### config.mk
export PLATFORM = sky130hd
export DESIGN_NAME = rr_decode_arbiter_flat
export DESIGN_NICKNAME = d
export VERILOG_FILES = /design/src/rtl/rr_decode_arbiter_if.sv /design/src/rtl/rr_decode_arbiter.sv /design/src/flat_wrapper.sv
export SDC_FILE = /design/constraint.sdc
export NUM_CORES = 1
export LEC_CHECK = 0
export BUFFER_PORTS_ARGS = -buffer_cell sky130_fd_sc_hd__buf_2
export CAP_MARGIN = 5
export CORE_AREA = 10 10 47 49
export CTS_BUF_LIST = sky130_fd_sc_hd__clkbuf_2 sky130_fd_sc_hd__clkbuf_4 sky130_fd_sc_hd__clkbuf_8
export DETAILED_ROUTE_END_ITERATION = 8
export DIE_AREA = 0 0 57 59
export HOLD_SLACK_MARGIN = 0.06
export PLACE_DENSITY = 0.64
export SETUP_SLACK_MARGIN = 0.5
export SLEW_MARGIN = 30
export SYNTH_ARGS = -nofsm -noshare
export SYNTH_HDL_FRONTEND = slang
export SYNTH_SLANG_ARGS = --single-unit
export TNS_END_PERCENT = 1
### constraint.sdc
create_clock -name clk -period 2.3 [get_ports clk]
set_clock_uncertainty 0.05 [all_clocks]
set_input_delay 0.23 -clock clk [delete_from_list [all_inputs] [get_ports clk]]
set_output_delay 0.23 -clock clk [all_outputs]
set_load 0.05 [all_outputs]
### src/rtl/rr_decode_arbiter_if.sv
// Request/grant bundle for rr_decode_arbiter: master drives requests and
// release, slave (the arbiter) returns the registered grant.
interface rr_decode_arbiter_if;
  logic [0:3] req;
  logic       rel;
  logic [0:3] gnt;
  logic [1:0] gnt_idx;
  logic       gnt_vld;
  logic       tmo;

  modport master (
    output req,
    output rel,
    input  gnt,
    input  gnt_idx,
    input  gnt_vld,
    input  tmo
  );

  modport slave (
    input  req,
    input  rel,
    output gnt,
    output gnt_idx,
    output gnt_vld,
    output tmo
  );
endinterface

### src/rtl/rr_decode_arbiter.sv
// Round-robin arbiter over 4 requesters with one-hot grant (idx0 -> 4'b1000)
// and a dead cycle after every grant. Define ARB_TIMEOUT_EN for forced release.
module rr_decode_arbiter #(
  parameter int unsigned HOLD_MAX = 8
) (
  input logic                 clk,
  input logic                 rst_n,
  rr_decode_arbiter_if.slave  bus
);

  if (HOLD_MAX < 2 || HOLD_MAX > 255) begin : g_bad_hold_max
    $error("HOLD_MAX must be in 2..255");
  end

  typedef enum logic [1:0] {StIdle, StGrant, StGap} state_e;

  state_e     state_q;
  logic [1:0] ptr_q;
  logic [1:0] idx_q;
  logic [0:3] gnt_q;
  logic       vld_q;

  logic [1:0] win_d;
  logic [1:0] cand_d;
  logic       any_req_d;
  logic       release_d;

`ifdef ARB_TIMEOUT_EN
  localparam int unsigned CntW = $clog2(HOLD_MAX + 1);
  logic [CntW-1:0] cnt_q;
  logic            tmo_q;
`endif

  // Scan from the far end back toward ptr so the nearest requester wins last.
  always_comb begin
    win_d     = 2'b00;
    cand_d    = 2'b00;
    any_req_d = 1'b0;
    for (int i = 3; i >= 0; i--) begin
      cand_d = ptr_q + 2'(i);
      if (bus.req[cand_d]) begin
        win_d     = cand_d;
        any_req_d = 1'b1;
      end
    end
  end

  assign release_d = bus.rel | ~bus.req[idx_q];

  always_ff @(posedge clk or negedge rst_n) begin
    if (!rst_n) begin
      state_q <= StIdle;
      ptr_q   <= 2'b00;
      idx_q   <= 2'b00;
      gnt_q   <= 4'b0000;
      vld_q   <= 1'b0;
`ifdef ARB_TIMEOUT_EN
      cnt_q   <= '0;
      tmo_q   <= 1'b0;
`endif
    end else begin
`ifdef ARB_TIMEOUT_EN
      tmo_q <= 1'b0;
`endif
      unique case (state_q)
        StIdle, StGap: begin
          if (any_req_d) begin
            state_q <= StGrant;
            gnt_q   <= 4'b1000 >> win_d;
            idx_q   <= win_d;
            vld_q   <= 1'b1;
`ifdef ARB_TIMEOUT_EN
            cnt_q   <= '0;
`endif
          end else begin
            state_q <= StIdle;
            gnt_q   <= 4'b0000;
            vld_q   <= 1'b0;
          end
        end
        StGrant: begin
          if (release_d) begin
            state_q <= StGap;
            gnt_q   <= 4'b0000;
            vld_q   <= 1'b0;
            ptr_q   <= idx_q + 2'd1;
`ifdef ARB_TIMEOUT_EN
          end else if (cnt_q == CntW'(HOLD_MAX - 1)) begin
            // Grant has now lasted HOLD_MAX cycles: force it off like a release.
            state_q <= StGap;
            gnt_q   <= 4'b0000;
            vld_q   <= 1'b0;
            ptr_q   <= idx_q + 2'd1;
            tmo_q   <= 1'b1;
          end else begin
            cnt_q   <= cnt_q + CntW'(1);
`endif
          end
        end
        default: begin
          state_q <= StIdle;
          gnt_q   <= 4'b0000;
          vld_q   <= 1'b0;
        end
      endcase
    end
  end

  assign bus.gnt     = gnt_q;
  assign bus.gnt_idx = idx_q;
  assign bus.gnt_vld = vld_q;
`ifdef ARB_TIMEOUT_EN
  assign bus.tmo     = tmo_q;
`else
  assign bus.tmo     = 1'b0;
`endif

endmodule

### src/flat_wrapper.sv
// flat-port wrapper written by rule: the top's interface ports become plain ports
module rr_decode_arbiter_flat 
#(
  parameter int unsigned HOLD_MAX = 8
)
  (clk, rst_n, bus_req, bus_rel, bus_gnt, bus_gnt_idx, bus_gnt_vld, bus_tmo);
  rr_decode_arbiter_if bus_i ();
  input logic clk;
  input logic rst_n;
  input wire logic [$bits(bus_i.req)-1:0] bus_req;
  input wire logic [$bits(bus_i.rel)-1:0] bus_rel;
  output wire logic [$bits(bus_i.gnt)-1:0] bus_gnt;
  output wire logic [$bits(bus_i.gnt_idx)-1:0] bus_gnt_idx;
  output wire logic [$bits(bus_i.gnt_vld)-1:0] bus_gnt_vld;
  output wire logic [$bits(bus_i.tmo)-1:0] bus_tmo;
  assign bus_i.req = bus_req;
  assign bus_i.rel = bus_rel;
  assign bus_gnt = bus_i.gnt;
  assign bus_gnt_idx = bus_i.gnt_idx;
  assign bus_gnt_vld = bus_i.gnt_vld;
  assign bus_tmo = bus_i.tmo;
  rr_decode_arbiter #(.HOLD_MAX(HOLD_MAX)) u_core (.clk(clk), .rst_n(rst_n), .bus(bus_i));
endmodule
==> summary.txt, run 1 <==
Finish
  • Area used by sequential logic in the layout: 251.5 um^2
  • Area of the multi-input gates: 264.0 um^2
  • Fill cell count: between 100 and 150
  • Diode insertion count for antenna repair: 0
  • Layout cell share with drive strength beyond 1: approximately 40%
  • NumNets Final: 74
  • Area growth from synthesis to layout: 24.77%
  • Final core utilization: about half
  • Non-filler instance count after layout: around 80

Logic synthesis
  • Post-Synthesis Cell Area: roughly 540 um^2
  • Number of nets in the synthesized netlist: 54
  • Fraction of synthesized cell area taken by the top area cell type: a little under half
  • Cell type with the largest total area after synthesis: dfrtp_1
  • Sequential cell area fraction in the yosys report: roughly 46%
  • Post-synthesis cell type count: 29
  • Avg Cell Area, Syn: ~12 um^2
  • Post-synthesis cell count: 47
  • Leading post-synthesis cells by cell area: dfrtp_1, mux4_2, inv_1
  • Number of synthesized register bits: 10
  • Synthesis warning total: 0

Place
  • Count of input and output buffers: 13
  • Setup slack at placement: roughly 540 ps
  • Number of cells after detailed placement: 75
  • Last weighted congestion value of the routability-driven placer: around 0.73
  • HPWL Detailed: 946.7 um

CTS
  • Cts bufs inserted: 3
  • Source-to-sink clock delay at the later pin of the worst-skew pair: 260 ps
  • Sink count of the clock tree: 10
  • Root buffer cell: clkbuf_4
  • Clock transition at the register clock pins on the worst setup and hold paths after CTS: 70 ps
  • Clock tree from TritonCTS: built
  • H-tree levels: 1
  • Buffer depth of the longest clock path: 2

Floorplanning
  • Die ar.: 3363 um^2
  • I/O pin count: 15
  • Die height: 59 um
  • Initial core utilization: between 30% and 40%
  • Die W: 57 um
  • Core area: 1401 um^2
  • Placement Rows: 14

Timing
  • Max-slew violations: 0
  • Sum of negative setup slack: 0 ps
  • Share of the clock period used by the worst path after layout: between 70 and 80%
  • Minimum period implied by the final worst setup slack: 1777 ps
  • Post-layout worst setup margin: between 500 and 600 ps
  • Hold Fails Final Rpt: 0
  • Setup repair after global routing missed its margin: yes
  • Achievable clock frequency: approximately 560 MHz
  • Final setup vio count: 0

GRT
  • Remaining global-route overflow: 0
  • Largest net degree at the start of global routing: 11
  • Vias in the first global route: roughly 420
  • Antenna violations before repair: 0
  • Wire length of the first global-routing pass: 1952 um
  • Tot GR Track Use: under 10%

Detailed routing
  • First-pass detailed-route iteration total: 4
  • Via-per-instance ratio: 5.268
  • Average wire per cell in the routed design: between 10 and 15 um
  • Routed met3 length: approximately 120 um
  • Remaining DRCs: 0
  • Highest signal layer in the routed design: met4
  • Vias after detailed routing: roughly 430
  • Total met2 wirelength after detailed routing: about 470 um
  • Antenna-violating nets left: 0
  • Routed Wire Length: around 1200 um
  • Number of DRC violations after detailed-routing iteration 0: 30
  • Detailed-route wire length on metal 1: ~570 um

Critical path
  • Critical Path RT: around 2400 ps
  • Critical path class: flip-flop to flip-flop
  • Peak per-stage delay on the critical path: 500 ps
  • Master of the slowest instance on the critical path: mux4_2
  • Type of origin of the critical path: flip-flop
  • Nature of the critical path endpoint: flip-flop
  • Worst-path cell chain: mux4_2 -> nor2b_4 -> nor3b_4 -> mux2_4
  • Data arrival time of the worst path: approximately 1900 ps
  • Maximum net fanout on the critical path: 5

Power
  • Max VDD drop: around 630 uV
  • Reported leakage power: 0.0003357 uW
  • Total power density per cell area: 1537 nW/um^2

Run status
  • Run status: completed

Run
  • Max-cap violations: 0

Min path
  • Worst min path class: input port to asynchronous set/reset pin
-- synthesized netlist by cell type (all sizes together) --
cell type  instances
a211o              1
a211oi             1
a21o               1
a21oi              2
a22o               2
a311oi             1
a31oi              1
and3               1
buf                1
conb               1
dfrtp             10
inv                5
mux2               2
mux2i              1
mux4               1
nand2              1
nand2b             3
nor2               1
nor2b              2
nor3               1
nor3b              1
o2111ai            1
o21a               1
o21ai              1
o22ai              1
o2bb2ai            2
xor2               1
-- power breakdown --
group,switching (uW),leakage [uW],internal (uW)
Sequential,87.7,0.000124,257
Clock,55.7,0.0000184,78.5
Combinational,335,0.000194,223
-- kinds of logic after synthesis --
family,synth area share [%]
other cells,0.6938
compound gates,20.61
mux,10.88
xor+xnor,1.621
flops,46.30
simple gates,15.04
buf+inv,4.862
-- through the flow --
stage,hold slack [ps],total power [uW],instance area (um^2)
floorplan,-115.6,761.2,541.8
global placement,46.66,881.7,619.3
detailed placement,52.24,885.0,619.3
CTS,285.5,1022,659.4
global route,328.3,1105,674.4
finish,307.0,1037,674.4
-- what timing repair did --
action | in CTS | in global routing
buffers inserted | 0 | 2
endpoints found under the hold margin | 10 | 0
resized for setup | 0 | 0
setup endpoints to repair | 0 | 1
hold buffers | 1 | 0
-- flip-flops by register name (all words and copies together) (netlist names) --
signal,flops
u_core.state_q,2
u_core.bus.gnt_idx,2
u_core.ptr_q,2
u_core.bus.gnt,4
-- worst paths after layout --
kind | start | end | slack, ps | cells past startpoint
worst max register to register | u_core.bus.gnt_idx[0] | u_core.ptr_q[1] | 520 | 4
worst min register to register | u_core.bus.gnt[0] | u_core.bus.gnt[0] | 440 | 1
max in group asynchronous | rst_n | u_core.bus.gnt_idx[0] | 1690 | 2
min in group clk | bus_rel | u_core.ptr_q[0] | 320 | 3
worst min-delay path | rst_n | u_core.bus.gnt[3] | 310 | 2
worst max-delay path | u_core.bus.gnt_idx[0] | u_core.ptr_q[1] | 520 | 4
-- cells in the final DEF (no fill, tap or decap), drive strengths merged, types with 2 or more instances in the layout --
cell type  instances
o2bb2ai            2
dfrtp             10
clkbuf             4
nand2b             3
mux2               2
buf               15
nor2b              2
a22o               2
inv                5
a21oi              2
-- per-layer routing --
metal | up-vias | global-route usage, %
met5 | - | 0
met4 | 0 | 4.027
met3 | 2 | 4.506
met2 | 21 | 9.302
met1 | 199 | 9.158
li1 | 210 | -
-- area by class of cell --
cell class | count | area share [%]
Multi-Input combinational cell | 31 | 39.15
Sequential cell | 10 | 37.29
Timing Repair Buffer | 16 | 13.36
Clock buffer | 4 | 4.453
Tap cell | 16 | 2.968
Inverter | 5 | 2.783
-- worst max-delay path: cells and delay by family (launching register included) --
family | cells | cell delay (ps)
AND/OR/NAND/NOR | 2 | 390
multiplexers | 2 | 810
flip-flops | 1 | 410
(Power assumes the default switching activity.)
==> inputs of run 2 (changes only) <==
- clock period: 2.3 -> 1.76 ns (I/O delays scaled with it)
==> run 2 against run 1 <==
  * Clock-buffer cell count stayed put
  * Combinational power is 34% higher
  * Sequential share of layout area stayed put
  * Sequential power is 25% higher
  * Routed wire length is 5.7% lower
  * Critical endpoint unchanged
  * Largest power group unchanged
  * Highest routed layer unchanged
==> summary.txt, run 2 (same netlist as run 1, synthesis figures left out) <==
Detailed routing
  • Remaining DRCs: 0
  • Vias after detailed routing: around 440
  • Highest signal layer in the routed design: met4
  • Routed Wire Length: about 1100 um
  • First-pass detailed-route iteration total: 4
  • Antenna-violating nets left: 0
  • Average wire per cell in the routed design: 13.61 um
  • Detailed-route wire length on metal 1: roughly 540 um
  • Total met2 wirelength after detailed routing: around 460 um
  • Routed met3 length: 89 um
  • Number of DRC violations after detailed-routing iteration 0: 7
  • Via-per-instance ratio: about 5.3

GRT
  • Wire length of the first global-routing pass: 1897 um
  • Antenna violations before repair: 0
  • Vias in the first global route: about 430
  • Remaining global-route overflow: 0
  • Tot GR Track Use: 7.149%
  • Largest net degree at the start of global routing: 11

Finish
  • Fill cell count: between 100 and 150
  • NumNets Final: 74
  • Area growth from synthesis to layout: 24.77%
  • Area used by sequential logic in the layout: 251.5 um^2
  • Most frequent cells in the layout: buf_2, dfrtp_1, inv_1, clkbuf_4, nand2b_1
  • Fin area: around 670 um^2
  • Flip-flop count of the largest register after layout: 4
  • Area of the multi-input gates: between 200 and 300 um^2
  • Layout cell share with drive strength beyond 1: 39.39%
  • Leading cell type in the layout, fill and taps excluded: buf_2
  • Diode insertion count for antenna repair: 0

Floorplanning
  • Die ar.: approximately 3400 um^2
  • Placement Rows: 14
  • Die height: 59 um
  • I/O pin count: 15
  • Core area: 1401 um^2
  • Initial core utilization: about two fifths
  • Die W: about 57 um

CTS
  • Buffer depth of the longest clock path: 2
  • Root buffer cell: clkbuf_4
  • H-tree levels: 1
  • Sink count of the clock tree: 10
  • Clock tree from TritonCTS: built
  • Post-CTS setup-driven buffer insertion count: 0
  • Cts bufs inserted: 3
  • Source-to-sink clock delay at the later pin of the worst-skew pair: between 200 and 300 ps
  • Clock transition at the register clock pins on the worst setup and hold paths after CTS: approximately 60 ps

Timing
  • Hold Fails Final Rpt: 0
  • Post-layout worst setup margin: roughly 58 ps
  • Minimum period implied by the final worst setup slack: between 1500 and 2000 ps
  • Achievable clock frequency: between 500 and 600 MHz
  • Final setup vio count: 0
  • Share of the clock period used by the worst path after layout: 96.72%
  • Max-slew violations: 0
  • Sum of negative setup slack: 0 ps
  • Post-Route Hold Slack: 227.0 ps
  • Setup repair after global routing missed its margin: yes

Critical path
  • Nature of the critical path endpoint: flip-flop
  • Maximum net fanout on the critical path: 3
  • Type of origin of the critical path: flip-flop
  • Reg2reg path depth: 4
  • Data arrival time of the worst path: 1790 ps
  • Critical path class: flip-flop to flip-flop
  • Critical Path RT: roughly 1900 ps

Place
  • Last weighted congestion value of the routability-driven placer: between 0.7 and 0.8
  • HPWL Detailed: around 950 um
  • Count of input and output buffers: 13
  • Setup slack at placement: 71.80 ps
  • Post-place instance area: around 630 um^2

Power
  • Total power density per cell area: around 2000 nW/um^2
  • Max VDD drop: about 800 uV
  • Reported leakage power: between 0.0003 and 0.0004 uW

Run
  • Max-cap violations: 0

Run status
  • Run status: completed

Min path
  • Number of instances on the worst hold path: 3
  • Worst min path class: input port to flip-flop
[run 2: stage by stage]
stage	total power [uW]	utilization, %	cells
2_1_floorplan	994.8	-	47
3_3_place_gp	1187	45.27	77
3_5_place_dp	1188	45.27	77
4_1_cts	1374	48.13	82
5_1_grt	1447	48.13	82
6_report	1352	48.13	82
[run 2: final cells by class]
type | instances | area share (%)
multi-input combinational | 31 | 39.15
sequential | 10 | 37.29
clock buffer | 4 | 4.453
inverter | 5 | 2.783
timing repair buffer | 16 | 13.36
tap | 16 | 2.968
[run 2: report_power, final]
part	internal, uW	total, uW	leakage [uW]	switching [uW]
registers	336	430	0.000124	94.2
logic	292	748	0.000194	456
clock network	103	174	0.0000184	71.0
[run 2: worst max-delay path: stages, from the launching register on]
cell	delay [ps]
dfrtp_2	370
mux4_2	490
nor2b_4	150
nor3b_4	210
mux2_4	320
[run 2: final timing paths]
| path | start | end | slack (ps) |
|---|---|---|---|
| min in group asynchronous | rst_n | u_core.bus.gnt[2] | 240 |
| setup reg to reg | u_core.bus.gnt_idx[0] | u_core.ptr_q[1] | 60 |
| hold reg to reg | u_core.bus.gnt[0] | u_core.bus.gnt[0] | 430 |
| hold / removal | bus_rel | u_core.state_q[1] | 230 |
| setup / recovery | u_core.bus.gnt_idx[0] | u_core.ptr_q[1] | 60 |
| max in group asynchronous | rst_n | u_core.bus.gnt_idx[0] | 1220 |
[run 2: repair_timing]
item                                    in CTS  in global routing
endpoints found under the setup margin      11                 13
hold buffers                                 1                  0
resized for setup                            0                  0
endpoints found under the hold margin       10                  0
[run 2: metal layers]
metal	vias up	global-route usage, %
met2	18	10.23
met4	0	5.034
met1	204	8.516
met3	3	2.790
li1	212	-
met5	-	0
